===== src/rtl/clock_div_pkg.sv =====
`default_nettype none
// ============================================================================
// Package : clock_div_pkg
// Brief   : Shared defaults, divisor-bus slicing helper and the per-cycle
//           channel action encoding for the multi-channel clock divider.
// Rev     : 1.0 - initial release
// ============================================================================
package clock_div_pkg;

    // Default channel count and counter / divisor width
    localparam int DEF_NUM_CH = 2;
    localparam int DEF_CNT_W  = 16;

    // A divisor of zero parks the channel: no ticks, square wave frozen
    localparam int unsigned DIV_STOP = 0;

    // What a channel does with its counter on a given cycle
    typedef enum logic [2:0] {
        ACT_HOLD  = 3'd0,   // disabled or no event: everything holds
        ACT_SYNC  = 3'd1,   // global phase-align: restart from zero
        ACT_STOP  = 3'd2,   // divisor is zero: counter parked at zero
        ACT_WRAP  = 3'd3,   // terminal count: tick, toggle, restart
        ACT_COUNT = 3'd4    // ordinary event: advance the counter
    } ch_action_e;

    // LSB position of channel ch's divisor inside the packed Div bus
    function automatic int div_lsb(input int ch, input int cnt_w);
        return ch * cnt_w;
    endfunction

endpackage : clock_div_pkg
`default_nettype wire


===== src/rtl/clock_div_ch.sv =====
`default_nettype none
// ============================================================================
// Module : clock_div_ch
// Brief  : One divider channel. Counts qualifying events up to the active
//          divisor, emits a one-cycle tick and toggles a square wave at each
//          terminal count. A shadow divisor is loaded at any time and only
//          becomes active at a period boundary, on sync, or while stopped.
// Rev    : 1.0 - initial release
// ============================================================================
module clock_div_ch
    import clock_div_pkg::*;
#(
    parameter int CNT_W = DEF_CNT_W
)(
    input  logic             clk,
    input  logic             rst,
    input  logic [CNT_W-1:0] i_div,
    input  logic             i_load,
    input  logic             i_enable,
    input  logic             i_sync,
    input  logic             i_ev,
    output logic             o_tick,
    output logic             o_clk_out,
    output logic             o_busy
);

    localparam logic [CNT_W-1:0] c_div_stop = CNT_W'(DIV_STOP);
    localparam logic [CNT_W-1:0] c_one      = CNT_W'(1);

    logic [CNT_W-1:0] r_cnt;
    logic [CNT_W-1:0] r_div_act;
    logic [CNT_W-1:0] r_div_shd;
    logic             r_pend;
    logic             r_tick;
    logic             r_clk_out;

    ch_action_e       w_action;
    logic             w_apply;
    logic             w_terminal;

    // Terminal count: the current event completes the period in progress
    always_comb begin
        w_terminal = (r_cnt == (r_div_act - c_one));
    end

    // Decode this cycle's action; sync beats enable, enable gates events
    always_comb begin
        w_action = ACT_HOLD;
        if (i_sync) begin
            w_action = ACT_SYNC;
        end else if (i_enable && i_ev) begin
            if (r_div_act == c_div_stop) begin
                w_action = ACT_STOP;
            end else if (w_terminal) begin
                w_action = ACT_WRAP;
            end else begin
                w_action = ACT_COUNT;
            end
        end
    end

    // A pending shadow only replaces the active divisor at a safe point,
    // so a period already under way is never truncated or stretched
    always_comb begin
        w_apply = r_pend && ((w_action == ACT_SYNC) ||
                             (w_action == ACT_STOP) ||
                             (w_action == ACT_WRAP));
    end

    // Advance the period counter and drive the registered tick / square wave
    always_ff @(posedge clk) begin
        if (rst) begin
            r_cnt     <= '0;
            r_tick    <= 1'b0;
            r_clk_out <= 1'b0;
        end else begin
            r_tick <= 1'b0;
            case (w_action)
                ACT_SYNC: begin
                    r_cnt     <= '0;
                    r_clk_out <= 1'b0;
                end
                ACT_STOP: begin
                    r_cnt <= '0;
                end
                ACT_WRAP: begin
                    r_cnt     <= '0;
                    r_tick    <= 1'b1;
                    r_clk_out <= ~r_clk_out;
                end
                ACT_COUNT: begin
                    r_cnt <= r_cnt + c_one;
                end
                default: begin
                end
            endcase
        end
    end

    // Divisor bookkeeping: capture into the shadow, promote it when safe.
    // A load coinciding with a promotion keeps the new value pending, so
    // the old shadow lands at this boundary and the new one at the next.
    always_ff @(posedge clk) begin
        if (rst) begin
            r_div_act <= i_div;
            r_div_shd <= i_div;
            r_pend    <= 1'b0;
        end else begin
            if (w_apply) begin
                r_div_act <= r_div_shd;
            end
            if (i_load) begin
                r_div_shd <= i_div;
                r_pend    <= 1'b1;
            end else if (w_apply) begin
                r_pend <= 1'b0;
            end
        end
    end

    assign o_tick    = r_tick;
    assign o_clk_out = r_clk_out;
    assign o_busy    = r_pend;

endmodule : clock_div_ch
`default_nettype wire


===== src/rtl/clock_div_multi.sv =====
`default_nettype none
// ============================================================================
// Module : clock_div_multi
// Brief  : Multi-channel clock-enable generator. Each channel divides the
//          system clock, or the tick of the previous channel when cascaded,
//          by a runtime-programmable ratio and provides a tick strobe, a
//          50% square wave and a pending-divisor flag.
// Rev    : 1.0 - initial release
// ============================================================================
module clock_div_multi
    import clock_div_pkg::*;
#(
    parameter int                NUM_CH       = DEF_NUM_CH,
    parameter int                CNT_W        = DEF_CNT_W,
    parameter logic [NUM_CH-1:0] CASCADE_MASK = '0
)(
    input  logic                    Clock,
    input  logic                    Reset,
    input  logic [NUM_CH*CNT_W-1:0] Div,
    input  logic [NUM_CH-1:0]       Load,
    input  logic [NUM_CH-1:0]       Enable,
    input  logic                    Sync,
    output logic [NUM_CH-1:0]       Tick,
    output logic [NUM_CH-1:0]       Clk_out,
    output logic [NUM_CH-1:0]       Busy
);

    // Per-channel count event: every cycle, or the previous channel's tick
    logic [NUM_CH-1:0] w_ev;

    generate
        for (genvar gi = 0; gi < NUM_CH; gi++) begin : g_ch
            // Channel 0 has no predecessor, so its cascade bit is ignored.
            // A cascaded channel counts the registered tick of its
            // predecessor, which adds one cycle of phase lag but leaves the
            // period untouched.
            if ((gi == 0) || !CASCADE_MASK[gi]) begin : g_ev_free
                assign w_ev[gi] = 1'b1;
            end else begin : g_ev_casc
                assign w_ev[gi] = Tick[gi-1];
            end

            clock_div_ch #(
                .CNT_W     (CNT_W)
            ) u_ch (
                .clk       (Clock),
                .rst       (Reset),
                .i_div     (Div[div_lsb(gi, CNT_W) +: CNT_W]),
                .i_load    (Load[gi]),
                .i_enable  (Enable[gi]),
                .i_sync    (Sync),
                .i_ev      (w_ev[gi]),
                .o_tick    (Tick[gi]),
                .o_clk_out (Clk_out[gi]),
                .o_busy    (Busy[gi])
            );
        end
    endgenerate

endmodule : clock_div_multi
`default_nettype wire


===== config.mk =====
export PLATFORM = sky130hd
export DESIGN_NAME = clock_div_multi
export DESIGN_NICKNAME = d
export VERILOG_FILES = /design/src/rtl/clock_div_pkg.sv /design/src/rtl/clock_div_ch.sv /design/src/rtl/clock_div_multi.sv
export SDC_FILE = /design/constraint.sdc
export NUM_CORES = 1
export LEC_CHECK = 0
export CAP_MARGIN = 10
export CORE_MARGIN = 4
export CORE_UTILIZATION = 50
export DETAILED_ROUTE_END_ITERATION = 10
export PLACE_DENSITY = 0.7
export SYNTH_ARGS = -nofsm -noshare
export SYNTH_HDL_FRONTEND = slang
export SYNTH_SLANG_ARGS = --single-unit

===== constraint.sdc =====
create_clock -name Clock -period 4.8 [get_ports Clock]
set_input_delay 0.72 -clock Clock [delete_from_list [all_inputs] [get_ports Clock]]
set_output_delay 0.72 -clock Clock [all_outputs]
set_load 0.01 [all_outputs]

==> flow_summary_export.csv, run 1 <==
group,metric,value,unit
route,drtPass1Iterations,5,
yosys,synth_cell_types,62,
timing,finalSetupViolCount,0,
clock_tree,cts.sinks,102,
die,die_y,115,um
die,initial_core_util,0.521,
finish,syn_to_final_growth,12.2,%
clock_tree,cts_made_buffers,9,
route,wl_per_cell,16.7,um
route,num_vias,4439,
setup_path,crit_type,"flip-flop to flip-flop",
clock_tree,clkLatencyLatePin,0.34,ns
setup_path,path_buf_inv,0,
global_route,first_global_vias,4062,
yosys,synth_ff_type,"edfxtp_1",
setup_path,max_stage_delay,0.74,ns
timing,setup_tns,0,ns
clock_tree,clockRootBuffer,"clkbuf_16",
die,die_x,115,um
global_route,antenna_found_initial,0,
timing,rsz0062_at_grt,"false",
setup_path,end_kind,"flip-flop",
clock_tree,cts_buffer_depth,2,
route,drt_iter0_drc,305,
timing,setup_slack,0.675,ns
setup_path,critical_path_arrival,4.10,ns
clock_tree,cts_setup_buffers,0,
power,vdd_drop_max,0.222,mV
global_route,grt_pass1_wl,20.3,mm
clock_tree,htreeDepth,3,
timing,skew,0.00681,ns
placed_design,place_hpwl,8.78,mm
route,antenna_left,0,
setup_path,path_delay_family,"simple AND/OR/NAND/NOR gates",
finish,fin_nets,627,
yosys,ys_seq_area_frac,0.465,
min_path,hp-class,"flip-flop to flip-flop",
global_route,grt_remaining_overflow,0,
timing,slew_violations,0,
timing,tightest_slew,0.936,ns
die,rows,38,
timing,period_share,0.859,
timing,period_needed,4.12,ns
setup_path,worstPathRequired,4.77,ns
setup_path,worstPathCellList,"or4_1, or4_4, nor4_2, nor3b_1, or3_1, o21ai_2, a31o_1",
yosys,async_flop_share,0,
clock_tree,hold_buffers,0,
placed_design,portBuffers,44,
timing,fmax,242,MHz
clock_tree,cts_resized,0,
yosys,ys_warn_count,0,
timing,hold_violations,0,
finish,antennaDiodeCount,0,
yosys,avgSynthCellArea,10.1,sq um
status,outcome,"finished, final reports clean",
finish,layout-drive-gt1-share,0.119,
finish,final_common_cell,"edfxtp_1",
route,route.detailed.drc,0,
die,die_area,13300,sq um
yosys,synth-edff-count,64,
power,power.density,297,nW/um^2
setup_path,cp_max_fo,16,
setup_path,crit_slowest_cell,"or4_1",
yosys,synth_area,5770,sq um
clock_tree,cts_tree,"done",
clock_tree,clk_pin_slew,0.07,ns
global_route,grt_max_degree,45,
placed_design,dp_slack,0.668,ns
route,routed_wl,12.2,mm
yosys,ys_ff_latch,102,
yosys,syn-num-nets,612,
global_route,grtUsageTotal,0.191,
timing,relSlewSlack,0.371,
die,ioPinCount,45,
timing,whs,0.475,ns
die,core,11100,sq um
flow_run,maxCapViolations,0,
setup_path,startpoint_type,"flip-flop",
yosys,syn_inst,569,
route,viasPerCell,6.09,
power,p_leak,2.10,nW
finish,final_cell_mix,"64 x edfxtp_1, 50 x nand2_1, 43 x clkdlybuf4s50_1, 38 x dfxtp_1, 32 x mux2_2",
placed_design,gp_congestion,0.915,
## final cells by class
cell class / instances / area, sq um
Clock buffer: 9 / 225
Clock inverter: 7 / 48.8
Fill cell: 924 / 4600
Inverter: 16 / 60.1
Multi-Input combinational cell: 408 / 2830
Sequential cell: 102 / 2680
Tap cell: 140 / 175
Timing Repair Buffer: 47 / 458
## where the power goes
group	total [W]	switching, W	internal [W]
clock	0.000665	0.000314	0.000351
sequential	0.00104	0.0000446	0.000998
combinational	0.000217	0.000113	0.000104
total	0.00192	0.000472	0.00145
## per-layer routing
layer	global-route usage	part of all wire	vias to the layer above
li1	-	-	2175
met1	0.296	0.49	2095
met2	0.268	0.43	157
met3	0.0298	0.062	12
met4	0.0720	0.016	0
met5	0	0	-
## Yosys cell counts, drive strengths merged, types with 6 or more instances
master / number / area (sq um)
inv: 16 / 60.1
or3: 12 / 75.1
o221ai: 7 / 86.3
o22ai: 6 / 37.5
xnor2: 18 / 158
nand2b: 9 / 56.3
nor4: 20 / 159
dfxtp: 38 / 761
clkbuf: 25 / 93.8
nand4: 10 / 62.6
nor2: 22 / 82.6
a211oi: 16 / 120
buf: 18 / 110
o21ai: 21 / 120
mux2: 32 / 360
o31ai: 9 / 67.6
edfxtp: 64 / 1920
nor3: 28 / 140
nor2b: 6 / 37.5
or4: 14 / 113
nand3: 23 / 115
xor2: 29 / 254
a21oi: 8 / 40.0
nand2: 50 / 188
and3: 12 / 75.1
## registers in the layout (all words and copies together), names as in the netlist
name	count
g_ch.u_ch.r_div_shd	32
g_ch.u_ch.o_busy	2
g_ch.u_ch.o_clk_out	2
g_ch.u_ch.r_div_act	32
g_ch.u_ch.o_tick	2
g_ch.u_ch.r_cnt	32
## path summary, 6_finish.rpt
path	from	to	slack [ns]	cells after the start
setup / recovery	g_ch[1].u_ch.r_div_act[3]	g_ch[1].u_ch.r_div_act[14]	0.68	7
hold / removal	g_ch[1].u_ch.o_clk_out	g_ch[1].u_ch.o_clk_out	0.48	2
setup reg to reg	g_ch[1].u_ch.r_div_act[3]	g_ch[1].u_ch.r_div_act[14]	0.68	7
hold reg to reg	g_ch[1].u_ch.o_clk_out	g_ch[1].u_ch.o_clk_out	0.48	2
## metrics by stage
step | utilization | total power, W | instance area (sq um) | std cells
after CTS | 0.584 | 0.00194 | 6470 | 729
after global routing | 0.584 | 0.00201 | 6470 | 729
after global placement | 0.560 | 0.00127 | 6200 | 713
after floorplan | - | 0.00120 | 5770 | 569
final | 0.584 | 0.00192 | 6470 | 729
after detailed placement | 0.560 | 0.00128 | 6200 | 713
## worst register-to-register path, cell delays in order (launching register included)
cell	delay, ns
edfxtp_1	0.47
or4_1	0.74
or4_4	0.57
nor4_2	0.25
nor3b_1	0.09
or3_1	0.65
o21ai_2	0.35
a31o_1	0.64
## kinds of logic after synthesis
family / after synthesis / synth area share
flip-flops: 102 / 0.465
multiplexers: 36 / 0.0694
AO/OA/AOI/OAI: 91 / 0.117
adder cells (fa/ha/maj): 4 / 0.00867
buffers and inverters: 59 / 0.0457
AND/OR/NAND/NOR: 230 / 0.223
XOR/XNOR: 47 / 0.0713
Note: power is estimated with default switching activity, not from simulation.
==> run 2, diff against run 1 <==
- GPL_TIMING_DRIVEN: unset -> 0
==> run 2 against run 1 <==
- count of clock-buffer cells in the layout increased by 2
- combinational power increased by 6%
- first-iteration DRC count increased by 3.3%
- sequential power about the same
- largest cell class unchanged
- largest power group unchanged
- highest routed layer unchanged
==> flow_summary_export.csv, run 2 (synthesis gave the netlist of run 1 again) <==
group,metric,value,unit
die,die_y,115,um
route,drt_iter0_drc,315,
min_path,hold-path-cell-count,2,
power,p_leak,2.19,nW
timing,period_needed,3.81,ns
clock_tree,cts_buffer_depth,2,
clock_tree,cts_resized,0,
clock_tree,clockRootBuffer,"clkbuf_16",
placed_design,gp_congestion,0.898,
flow_run,maxCapViolations,0,
route,antenna_left,0,
finish,fillerInstances,944,
global_route,antenna_found_initial,0,
finish,syn_to_final_growth,15.8,%
setup_path,end_kind,"flip-flop",
timing,tightest_slew,0.985,ns
setup_path,startpoint_type,"flip-flop",
route,viasPerCell,5.96,
timing,rsz0062_at_grt,"false",
setup_path,worstPathRequired,4.77,ns
setup_path,critical_path_arrival,3.78,ns
clock_tree,hold_buffers,0,
setup_path,r2r-end,"g_ch[1].u_ch.r_div_act[15]",
global_route,first_global_vias,4514,
die,initial_core_util,0.521,
power,power.density,305,nW/um^2
clock_tree,clk_pin_slew,0.07,ns
finish,instances_no_fill,767,
finish,final_cell_mix,"64 x edfxtp_1, 50 x nand2_1, 42 x clkdlybuf4s50_1, 38 x dfxtp_1, 32 x mux2_2",
global_route,grt_remaining_overflow,0,
global_route,grt_max_degree,17,
timing,skew,0.00747,ns
route,wl_per_cell,17.1,um
clock_tree,clkLatencyLatePin,0.34,ns
die,ioPinCount,45,
min_path,hp-class,"flip-flop to flip-flop",
route,num_vias,4569,
die,die_x,115,um
route,routed_wl,13.1,mm
setup_path,crit_type,"flip-flop to flip-flop",
finish,fin_nets,665,
die,core,11100,sq um
die,die_area,13300,sq um
clock_tree,cts_tree,"done",
finish,antennaDiodeCount,0,
power,vdd_drop_max,0.257,mV
clock_tree,htreeDepth,3,
timing,finalSetupViolCount,0,
timing,slew_violations,0,
setup_path,r2r_start,"g_ch[1].u_ch.r_div_act[3]",
die,rows,38,
route,drtPass1Iterations,4,
timing,period_share,0.794,
finish,top_regs,"g_ch.u_ch.r_cnt: 32 flops, g_ch.u_ch.r_div_act: 32 flops, g_ch.u_ch.r_div_shd: 32 flops",
placed_design,place_hpwl,9.89,mm
status,outcome,"finished, final reports clean",
placed_design,portBuffers,42,
setup_path,r2r_slack,0.99,ns
route,route.detailed.drc,0,
placed_design,placedCellCount,751,
timing,fmax,262,MHz
finish,final_common_cell,"edfxtp_1",
setup_path,cp_max_fo,16,
finish,layout-drive-gt1-share,0.124,
clock_tree,cts_made_buffers,9,
min_path,holdPathEnd,"g_ch[1].u_ch.o_clk_out",
min_path,min_from,"g_ch[1].u_ch.o_clk_out",
timing,setup_tns,0,ns
clock_tree,cts.sinks,102,
global_route,grt_pass1_wl,22.1,mm
global_route,grtUsageTotal,0.209,
timing,hold_violations,0,
clock_tree,cts_setup_buffers,0,
timing,relSlewSlack,0.338,
setup_path,r2r_cells,9,
run 2: cell count changes in the layout (fill, tap and decap cells not counted), sizes merged:
cell / before / now
clkinv: 3 / 1
buf: 4 / 18
bufinv: 0 / 2
clkinvlp: 3 / 2
clkbuf: 9 / 36
inv: 17 / 16
clkdlybuf4s50: 43 / 42
run 2: metal layers:
layer | GRT usage | vias to the layer above | share of wire
met1 | 0.300 | 2153 | 0.49
met4 | 0.0853 | 0 | 0.019
met5 | 0 | - | 0
met2 | 0.315 | 152 | 0.43
met3 | 0.0355 | 18 | 0.058
li1 | - | 2246 | -
run 2: how the worst max path moves through the flow:
stage,start,to,cells after the start
floorplan,g_ch[1].u_ch.r_div_act[7],g_ch[1].u_ch.r_div_act[0],8
global placement,g_ch[1].u_ch.r_div_act[3],g_ch[1].u_ch.r_div_act[13],9
detailed placement,g_ch[1].u_ch.r_div_act[3],g_ch[1].u_ch.r_div_act[13],9
CTS,g_ch[1].u_ch.r_div_act[3],g_ch[1].u_ch.r_div_act[15],9
global route,g_ch[1].u_ch.r_div_act[3],g_ch[1].u_ch.r_div_act[15],9
finish,g_ch[1].u_ch.r_div_act[3],g_ch[1].u_ch.r_div_act[15],9
run 2: where the power goes:
| part | internal (W) | switching, W | leakage, nW |
|---|---|---|---|
| Combinational | 0.000109 | 0.000121 | 1.09 |
| Sequential | 0.000998 | 0.0000432 | 0.951 |
| Clock | 0.000458 | 0.000312 | 0.146 |
run 2: final cells by class:
cell class / instances / area [sq um] / area share
flip-flops and latches: 102 / 2680 / 0.401
repair buffers: 42 / 420 / 0.0629
clock buffers: 11 / 233 / 0.0348
multi-input cells: 408 / 2830 / 0.423
clock inverters: 5 / 83.8 / 0.0125
plain buffers: 43 / 204 / 0.0305
inverters: 16 / 60.1 / 0.00899
well taps: 140 / 175 / 0.0262
run 2: per-stage QoR:
| stage | power (W) | hold slack [ns] | setup WS, ns | instance area, sq um | util |
|---|---|---|---|---|---|
| 6_report | 0.00204 | 0.476 | 0.987 | 6680 | 0.603 |
| 3_5_place_dp | 0.00129 | 0.470 | 0.998 | 6370 | 0.575 |
| 3_3_place_gp | 0.00128 | 0.458 | 1.03 | 6370 | 0.575 |
| 4_1_cts | 0.00205 | 0.478 | 0.995 | 6680 | 0.603 |
| 5_1_grt | 0.00212 | 0.502 | 0.736 | 6680 | 0.603 |
| 2_1_floorplan | 0.00120 | 0.444 | 1.38 | 5770 | - |
run 2: worst max-delay path: stages (launching register included):
cell      delay (ns)
edfxtp_1        0.49
or4_1           0.59
buf_2           0.21
or3_1           0.38
nor4_1          0.27
nor3_1          0.11
or3_1           0.35
buf_2           0.18
o21ai_2         0.23
a31o_1          0.64
==> run 3, diff against run 2 <==
- clock period: 4.8 -> 3.7 ns (I/O delays scaled with it)
==> run 3 against run 2 <==
- critical path depth is the same
- clock power grew 30%
- cell count is the same
- core utilization grew 0.17 points
- worst setup slack lost 0.78 ns
- count of clock-buffer cells in the layout is the same
- critical path type unchanged
- largest power group unchanged
==> flow_summary_export.csv, run 3 (synthesis gave the netlist of run 1 again) <==
group,metric,value,unit
timing,period_needed,3.50,ns
setup_path,startpoint_type,"flip-flop",
finish,syn_to_final_growth,16.1,%
setup_path,critical_path_arrival,3.52,ns
route,num_vias,4579,
die,initial_core_util,0.521,
die,core,11100,sq um
global_route,grt_pass1_wl,22.2,mm
setup_path,worstPathCellList,"or4_1, buf_2, or3_1, nor4_1, nor3_1, or3_1, buf_2, o21ai_2, a31o_4",
finish,final_cell_mix,"64 x edfxtp_1, 50 x nand2_1, 42 x clkdlybuf4s50_1, 38 x dfxtp_1, 32 x mux2_2",
setup_path,crit_slowest_cell,"or4_1",
clock_tree,clockRootBuffer,"clkbuf_16",
clock_tree,clk_pin_slew,0.06,ns
finish,final_common_cell,"edfxtp_1",
finish,fin_nets,665,
timing,setup_tns,0,ns
power,power.total,0.00265,W
power,power.density,395,nW/um^2
timing,skew,0.00685,ns
global_route,grt_max_degree,17,
setup_path,cp_max_fo,16,
timing,finalSetupViolCount,0,
route,wl_per_cell,17.1,um
clock_tree,htreeDepth,3,
placed_design,portBuffers,42,
route,antenna_left,0,
clock_tree,cts_tree,"done",
clock_tree,cts.sinks,102,
power,vdd_drop_max,0.332,mV
setup_path,max_stage_delay,0.59,ns
power,p_leak,2.20,nW
global_route,grtUsageTotal,0.210,
timing,relSlewSlack,0.357,
timing,period_share,0.945,
die,die_y,115,um
placed_design,gp_congestion,0.898,
route,viasPerCell,5.97,
clock_tree,cts_buffer_depth,2,
finish,instances_no_fill,767,
die,die_area,13300,sq um
finish,layout-drive-gt1-share,0.128,
placed_design,placedCellCount,751,
route,drtPass1Iterations,5,
setup_path,worstPathRequired,3.73,ns
setup_path,end_kind,"flip-flop",
flow_run,maxCapViolations,0,
timing,whs,0.477,ns
clock_tree,clkLatencyLatePin,0.34,ns
finish,antennaDiodeCount,0,
status,outcome,"finished, final reports clean",
global_route,first_global_vias,4527,
timing,fmax,286,MHz
min_path,hp-class,"flip-flop to flip-flop",
route,route.detailed.drc,0,
global_route,grt_remaining_overflow,0,
route,routed_wl,13.1,mm
finish,top_regs,"g_ch.u_ch.r_cnt: 32 flops, g_ch.u_ch.r_div_act: 32 flops, g_ch.u_ch.r_div_shd: 32 flops",
setup_path,crit_type,"flip-flop to flip-flop",
route,drt_iter0_drc,321,
global_route,antenna_found_initial,0,
timing,tightest_slew,0.957,ns
die,rows,38,
clock_tree,cts_made_buffers,9,
die,die_x,115,um
die,ioPinCount,45,
placed_design,place_hpwl,9.89,mm
timing,hold_violations,0,
timing,slew_violations,0,
[run 3: cell counts in the layout (fill, tap and decap cells not counted)]
Identical to the previous run, type by type.
[run 3: cell type report]
cell class                 instances  area (sq um)
multi-input combinational        408          2840
timing repair buffer              42           420
clock buffer                      11           233
tap                              140           175
fill                             941          4380
buffer                            43           205
sequential                       102          2680
clock inverter                     5          83.8
inverter                          16          60.1
[run 3: critical path, delay by kind of cell, from the launching register on]
| family | cells | cell delay [ns] |
|---|---|---|
| simple gates | 5 | 1.70 |
| buf+inv | 2 | 0.39 |
| compound gates | 2 | 0.60 |
| flops | 1 | 0.49 |
[run 3: what timing repair did]
action,CTS,global route
setup buffers,0,0
hold buffers,0,0
pin swaps,0,0
endpoints found under the setup margin,32,32
resized for setup,2,3
[run 3: final timing paths]
check | start | endpoint | slack, ns | cells after the start
hold reg to reg | g_ch[1].u_ch.o_clk_out | g_ch[1].u_ch.o_clk_out | 0.48 | 2
setup reg to reg | g_ch[1].u_ch.r_div_act[3] | g_ch[1].u_ch.r_div_act[15] | 0.20 | 9
setup / recovery | g_ch[1].u_ch.r_div_act[3] | g_ch[1].u_ch.r_div_act[15] | 0.20 | 9
hold / removal | g_ch[1].u_ch.o_clk_out | g_ch[1].u_ch.o_clk_out | 0.48 | 2
[run 3: power breakdown]
| part | leakage [nW] | switching [W] | internal, W |
|---|---|---|---|
| combinational | 1.10 | 0.000158 | 0.000143 |
| clock | 0.146 | 0.000403 | 0.000594 |
| sequential | 0.951 | 0.0000562 | 0.00129 |
[run 3: stage by stage]
| step | setup slack [ns] | area [sq um] | utilization |
|---|---|---|---|
| floorplan | 0.280 | 5770 | - |
| global placement | -0.0717 | 6370 | 0.575 |
| detailed placement | -0.102 | 6370 | 0.575 |
| CTS | 0.0613 | 6690 | 0.604 |
| global route | -0.00193 | 6700 | 0.605 |
| finish | 0.203 | 6700 | 0.605 |
[run 3: metal layers]
| metal | GRT usage | up-vias | part of all wire | routed length (um) |
|---|---|---|---|---|
| li1 | - | 2245 | - | - |
| met1 | 0.301 | 2169 | 0.48 | 6330 |
| met2 | 0.316 | 148 | 0.44 | 5750 |
| met3 | 0.0355 | 17 | 0.062 | 811 |
| met4 | 0.0853 | 0 | 0.019 | 244 |
| met5 | 0 | - | 0 | 0 |
